==> src/rtl/serial_subtractor.sv <==
// serial_subtractor
// Bit-serial unsigned subtractor. On an accepted start the operands are
// captured. One bit is then resolved per clock, LSB first, through a
// single full-subtractor cell with a borrow flip-flop. The result appears
// WIDTH clocks after the start edge.
//
// Parameters
//   WIDTH       operand/result width, legal range 2..32
// Ports
//   clk         rising-edge clock
//   rst         synchronous active-high reset
//   start       request a new subtraction (only honoured when idle)
//   a, b        minuend / subtrahend, unsigned, captured on accepted start
//   busy        high while an operation is shifting or completing
//   done        one-cycle pulse, diff/borrow_out valid
//   diff        registered (a - b) mod 2^WIDTH, held until next completion
//   borrow_out  registered final borrow, 1 iff a < b
module serial_subtractor #(
  parameter int WIDTH = 8
) (
  input  logic             clk,
  input  logic             rst,
  input  logic             start,
  input  logic [WIDTH-1:0] a,
  input  logic [WIDTH-1:0] b,
  output logic             busy,
  output logic             done,
  output logic [WIDTH-1:0] diff,
  output logic             borrow_out
);

  // Counter must be able to reach WIDTH without wrapping.
  localparam int CNT_W = $clog2(WIDTH + 1);
  localparam logic [CNT_W-1:0] LAST_BIT = CNT_W'(WIDTH - 1);

  typedef enum logic [1:0] {
    IDLE  = 2'd0,
    SHIFT = 2'd1,
    DONE  = 2'd2
  } state_t;

  state_t           state;
  logic [WIDTH-1:0] a_sr;
  logic [WIDTH-1:0] b_sr;
  logic [WIDTH-1:0] d_sr;
  logic             borrow;
  logic [CNT_W-1:0] cnt;

  logic             d_bit;
  logic             borrow_next;
  logic [WIDTH-1:0] d_sr_next;

  // One-bit full subtractor: returns {borrow_next, difference_bit}.
  function automatic logic [1:0] sub_bit(input logic x, input logic y,
                                         input logic c);
    logic d;
    logic bo;
    d  = x ^ y ^ c;
    bo = (~x & y) | (~(x ^ y) & c);
    return {bo, d};
  endfunction

  always_comb begin
    {borrow_next, d_bit} = sub_bit(a_sr[0], b_sr[0], borrow);
    // New difference bit enters at the MSB; after WIDTH shifts bit 0 of
    // the result has walked down to the LSB.
    d_sr_next = {d_bit, {(WIDTH-1){1'b0}}} | (d_sr >> 1);
  end

  always_ff @(posedge clk) begin
    if (rst) begin
      state      <= IDLE;
      busy       <= 1'b0;
      done       <= 1'b0;
      diff       <= '0;
      borrow_out <= 1'b0;
      cnt        <= '0;
      borrow     <= 1'b0;
      a_sr       <= '0;
      b_sr       <= '0;
      d_sr       <= '0;
    end else begin
      case (state)
        IDLE: begin
          done <= 1'b0;
          if (start) begin
            a_sr   <= a;
            b_sr   <= b;
            borrow <= 1'b0;
            cnt    <= '0;
            busy   <= 1'b1;
            state  <= SHIFT;
          end else begin
            busy <= 1'b0;
          end
        end
        SHIFT: begin
          a_sr   <= a_sr >> 1;
          b_sr   <= b_sr >> 1;
          d_sr   <= d_sr_next;
          borrow <= borrow_next;
          cnt    <= cnt + CNT_W'(1);
          // Final bit: publish the result on this same edge.
          if (cnt == LAST_BIT) begin
            diff       <= d_sr_next;
            borrow_out <= borrow_next;
            done       <= 1'b1;
            state      <= DONE;
          end
        end
        DONE: begin
          done  <= 1'b0;
          busy  <= 1'b0;
          state <= IDLE;
        end
        default: begin
          done  <= 1'b0;
          busy  <= 1'b0;
          state <= IDLE;
        end
      endcase
    end
  end

endmodule

==> config.mk <==
export PLATFORM = sky130hd
export DESIGN_NAME = serial_subtractor
export DESIGN_NICKNAME = d
export VERILOG_FILES = /design/src/rtl/serial_subtractor.sv
export SDC_FILE = /design/constraint.sdc
export NUM_CORES = 1
export LEC_CHECK = 0
export BUFFER_PORTS_ARGS = -buffer_cell sky130_fd_sc_hd__buf_4
export CORE_MARGIN = 2
export CORE_UTILIZATION = 57
export DETAILED_ROUTE_END_ITERATION = 8
export HOLD_SLACK_MARGIN = 0.15
export PLACE_DENSITY_LB_ADDON = 0.2
export SETUP_SLACK_MARGIN = 0.02
export SKIP_LAST_GASP = 1
export SYNTH_ARGS = -nofsm -noshare
export SYNTH_HDL_FRONTEND = slang
export SYNTH_SLANG_ARGS = --single-unit
==> constraint.sdc <==
create_clock -name clk -period 2 [get_ports clk]
set_input_delay 0.4 -clock clk [delete_from_list [all_inputs] [get_ports clk]]
set_output_delay 0.4 -clock clk [all_outputs]
set_load 0.01 [all_outputs]
-- Yosys cells after proc, flatten, opt, wreduce, memory -nomap -nowiden
Cells that the tools add are included.
W data, S select, Z words.
- output and inout port bits: 11
- register bits after elaboration: 42
- bits of input ports: 19
- logic and storage cells: 43
- equality and inequality tests: 4
- $add $sub $neg: 1
- mux-type cells: 13
- bitwise operators: 9
- reduce and logical (&&, ||, !) cells: 6
- operator list (kind ; number):
    $pmux W8 S2 ; 2
    $mux W8 ; 2
    $or A8 B7 Y8 ; 1
    $pmux W4 S2 ; 1
    $reduce_and A2 Y1 ; 3
    $add A4 B1 Y4 const B ; 1
    $eq A4 B3 Y1 const B ; 1
    $mux W2 ; 2
    $mux W4 ; 1
    $ne A2 B2 Y1 const B ; 2
    $pmux W1 S2 ; 2
    $pmux W2 S2 ; 1
    $not A1 Y1 ; 3
    $and A1 B1 Y1 ; 2
    $eq A2 B1 Y1 const B ; 1
    $logic_not A2 Y1 ; 1
    $mux W1 ; 2
    $reduce_bool A2 Y1 ; 1
    $reduce_or A2 Y1 ; 1
    $xor A1 B1 Y1 ; 2
    $or A1 B1 Y1 ; 1

-- Depth between registers and ports, before layout
- depth after elaboration: 5
- depth in mapped cells: 5
- gate-level depth less buffers: 4

-- Least setup slack after synthesis
Ideal clock, no wire load.
- path kind: input to register
- start: in rst
- end: reg a_sr[5]
- path slack: 0.760 ns
- required time: 1.940 ns
- path buffers: 1
- setup time: 0.060 ns
- cell stages on the path: 4
- arrival time: 1.180 ns
- cell sequence: buf_2 > nor4b_2 > and2_1 > a221o_1
- RTL lines (what ; RTL line ; text):
    from (decl) ; 22 ; input logic rst,
    to (signal assigned) ; 98 ; a_sr <= a_sr >> 1;
    to (decl) ; 43 ; logic [WIDTH-1:0] a_sr;

-- Worst setup path in the final report
- start: reg state[1]
- end: reg borrow_out
- longest elaborated chain between the ends: 2
- RTL lines (what ; RTL line ; text):
    from (decl) ; 42 ; state_t state;
    from (signal assigned) ; 72 ; state <= IDLE;
    from (signal assigned) ; 92 ; state <= SHIFT;
    from (signal assigned) ; 108 ; state <= DONE;
    $eq A2 B1 Y1 ; 83 ; case (state)
    $reduce_and A2 Y1 (no source line) ; -- ;
    to (signal assigned) ; 106 ; borrow_out <= borrow_next;
    to (decl) ; 29 ; output logic borrow_out
No other way between the ends.
A chain may end at the register's enable or synchronous reset.

==> reports/metrics.yaml <==
worst_setup_path:
  r2r_slack_ns: 0.47
  cp_max_fo: 19
  crit_path_start_kind: "flip-flop"
  required_ns: 2.26
  critPathKind: "reg -> reg"
  cp.arrival_ns: 1.79
  endpoint_kind: "flip-flop"
  critPathTopFamily: "simple AND/OR/NAND/NOR gates"
  path_cells: "and2b_1, buf_4, a21oi_1, a311oi_1"
  critPathMaxStageDelay_ns: 0.46
  slowest_stage: "and2b_1"
  cp_num_buf_inv: 1
cts:
  clk_pin_slew_ns: 0.11
  h-tree-depth: 2
  cts_sinks: 41
  tritoncts: "built"
  cts_resized: 0
  cts_hold_buf: 0
  root_buffer: "clkbuf_4"
  clk_path_buf_depth: 2
  cts_buffers: 5
  clock_latency_ns: 0.34
  post_cts_buffers: 0
drt:
  drtIter0Drc: 20
  route.detailed.drc: 0
  firstDrtPassIters: 4
  ant_nets: 0
  drt_wl_total_mm: 3.142
  wl_per_cell_um: 13.15
  vias: 1382
  avgViaCountPerCell: 5.782
placed_design:
  place.gp.congestion: 0.7303
  dpl.hpwl_mm: 2.119
  post-place-cells: 233
  portBuffers: 29
synthesis:
  ys_types: 30
  synth_seq_cells: 41
  synth_area_per_cell_um2: 8.799
  syn-num-nets: 204
  seq_area_frac_synth: 0.5097
  netlist_area_um2: 1610
  yosys_warnings: 0
  postSynthCellCount: 183
global_route:
  antenna_found_initial: 0
  grt_usage: 0.2028
  grt_pass1_vias: 1190
  grt_max_degree: 36
  grt.overflow.total: 0
  grt_pass1_wl_mm: 5.161
finish:
  drive_above_1_share: 0.1971
  final_cell_mix: "dfxtp_1, nand2_1, buf_4"
  instances_no_fill: 239
  nets: 230
  antenna_cells: 0
  areaGrowthSynthToFinish_pct: 16.08
  final_common_cell: "dfxtp_1"
worst_hold_path:
  hold_class: "in -> reg"
floorplan:
  num_rows: 19
  io_pins: 30
  core-area_um2: 2710
  die-area_um2: 3266
  start_util: 0.5942
  die_width_um: 57.15
  die_h_um: 57.15
timing:
  setup-tns-final_ns: 0
  finalHoldViolations: 0
  drv_slew: 0
  period_minus_slack_ns: 1.528
  period_share: 0.7638
  skew_ns: 0.005856
  relSlewSlack: 0.6631
  setup_viol: 0
  max_freq_mhz: 654.6
  rsz0062_at_grt: "false"
  worst_pin_slew_ns: 0.5041
  hold_slack_ns: 0.2705
power:
  p_total_uw: 1446
  vdd_ir_drop_max_mv: 0.6435
  power.density_nw_per_um2: 773.3
  p_leak_uw: 0.0007689
run_status:
  status: "finished, final reports clean"
flow_run:
  drv_cap: 0
sequential cells by signal, summed over array words and instances, names as in the netlist:
name        cells
a_sr            8
b_sr            8
diff            8
d_sr            7
cnt             4
state           2
borrow          1
borrow_out      1
busy            1
done            1
logic make-up after synthesis:
kind of cell    after synthesis  share of synthesized area
flops                        41                     0.5097
simple gates                 72                     0.1981
buf+inv                      16                    0.04817
compound gates               51                     0.2183
xor+xnor                      1                   0.005440
fa+ha+maj                     2                    0.02020
final cells by class:
class | count | area (um^2)
Tap cell | 31 | 38.79
Timing Repair Buffer | 33 | 247.7
Sequential cell | 41 | 820.8
Multi-Input combinational cell | 126 | 711.9
Clock buffer | 5 | 37.54
Clock inverter | 1 | 5.005
Inverter | 2 | 7.507
Fill cell | 225 | 840.8
layer usage:
metal	vias to the layer above	GRT usage	wire (um)
met5	-	0	0
met4	0	0.09967	72
met3	7	0.04989	135
met2	34	0.3120	1479
met1	646	0.2673	1454
li1	695	-	-
through the flow:
step           worst slack, ns    util  area, um^2
5_1_grt                 0.3298  0.6898        1869
3_5_place_dp            0.4994  0.6741        1827
6_report                0.4724  0.6898        1869
2_1_floorplan           0.7602       -        1610
3_3_place_gp            0.5451  0.6741        1827
4_1_cts                 0.5068  0.6898        1869
final timing paths:
kind / start / end / cells past startpoint
worst max-delay path: state[1]$_SDFFE_PP0P_ / borrow_out$_SDFFE_PP0P_ / 4
worst max register to register: state[1]$_SDFFE_PP0P_ / borrow_out$_SDFFE_PP0P_ / 4
worst min-delay path: a[7] / a_sr[7]$_SDFFE_PP0P_ / 2
worst min register to register: d_sr[1]$_SDFFE_PP0P_ / d_sr[1]$_SDFFE_PP0P_ / 2
cell usage after synthesis:
master | n | area share
o21ba_1 | 1 | 0.0062
ha_1 | 1 | 0.0078
a22o_1 | 4 | 0.022
xnor2_1 | 1 | 0.0054
nor4b_2 | 1 | 0.0093
fa_1 | 1 | 0.012
o21a_1 | 1 | 0.0047
nand3_1 | 9 | 0.028
and3b_1 | 1 | 0.0054
o211a_1 | 1 | 0.0062
a311oi_1 | 13 | 0.071
a21oi_1 | 17 | 0.053
and2b_1 | 1 | 0.0047
nand2_1 | 38 | 0.089
buf_1 | 1 | 0.0023
buf_4 | 2 | 0.0093
nor2_1 | 14 | 0.033
inv_1 | 2 | 0.0047
buf_2 | 8 | 0.025
nor3_1 | 3 | 0.0093
and2_1 | 2 | 0.0078
clkbuf_1 | 3 | 0.0070
a221o_1 | 2 | 0.012
a21o_1 | 3 | 0.014
nand3b_1 | 1 | 0.0047
a211oi_1 | 1 | 0.0047
o21ai_0 | 8 | 0.025
nor2_2 | 1 | 0.0039
nand2b_1 | 1 | 0.0039
dfxtp_1 | 41 | 0.51
power breakdown:
part / total, uW / leakage [uW] / switching [uW] / internal [uW]
combinational: 194 / 0.000407 / 112 / 82.2
clock: 365 / 0.0000269 / 243 / 122
sequential: 886 / 0.000335 / 26.9 / 859
total: 1450 / 0.000769 / 382 / 1060
Power figures use the tool's default switching activity.
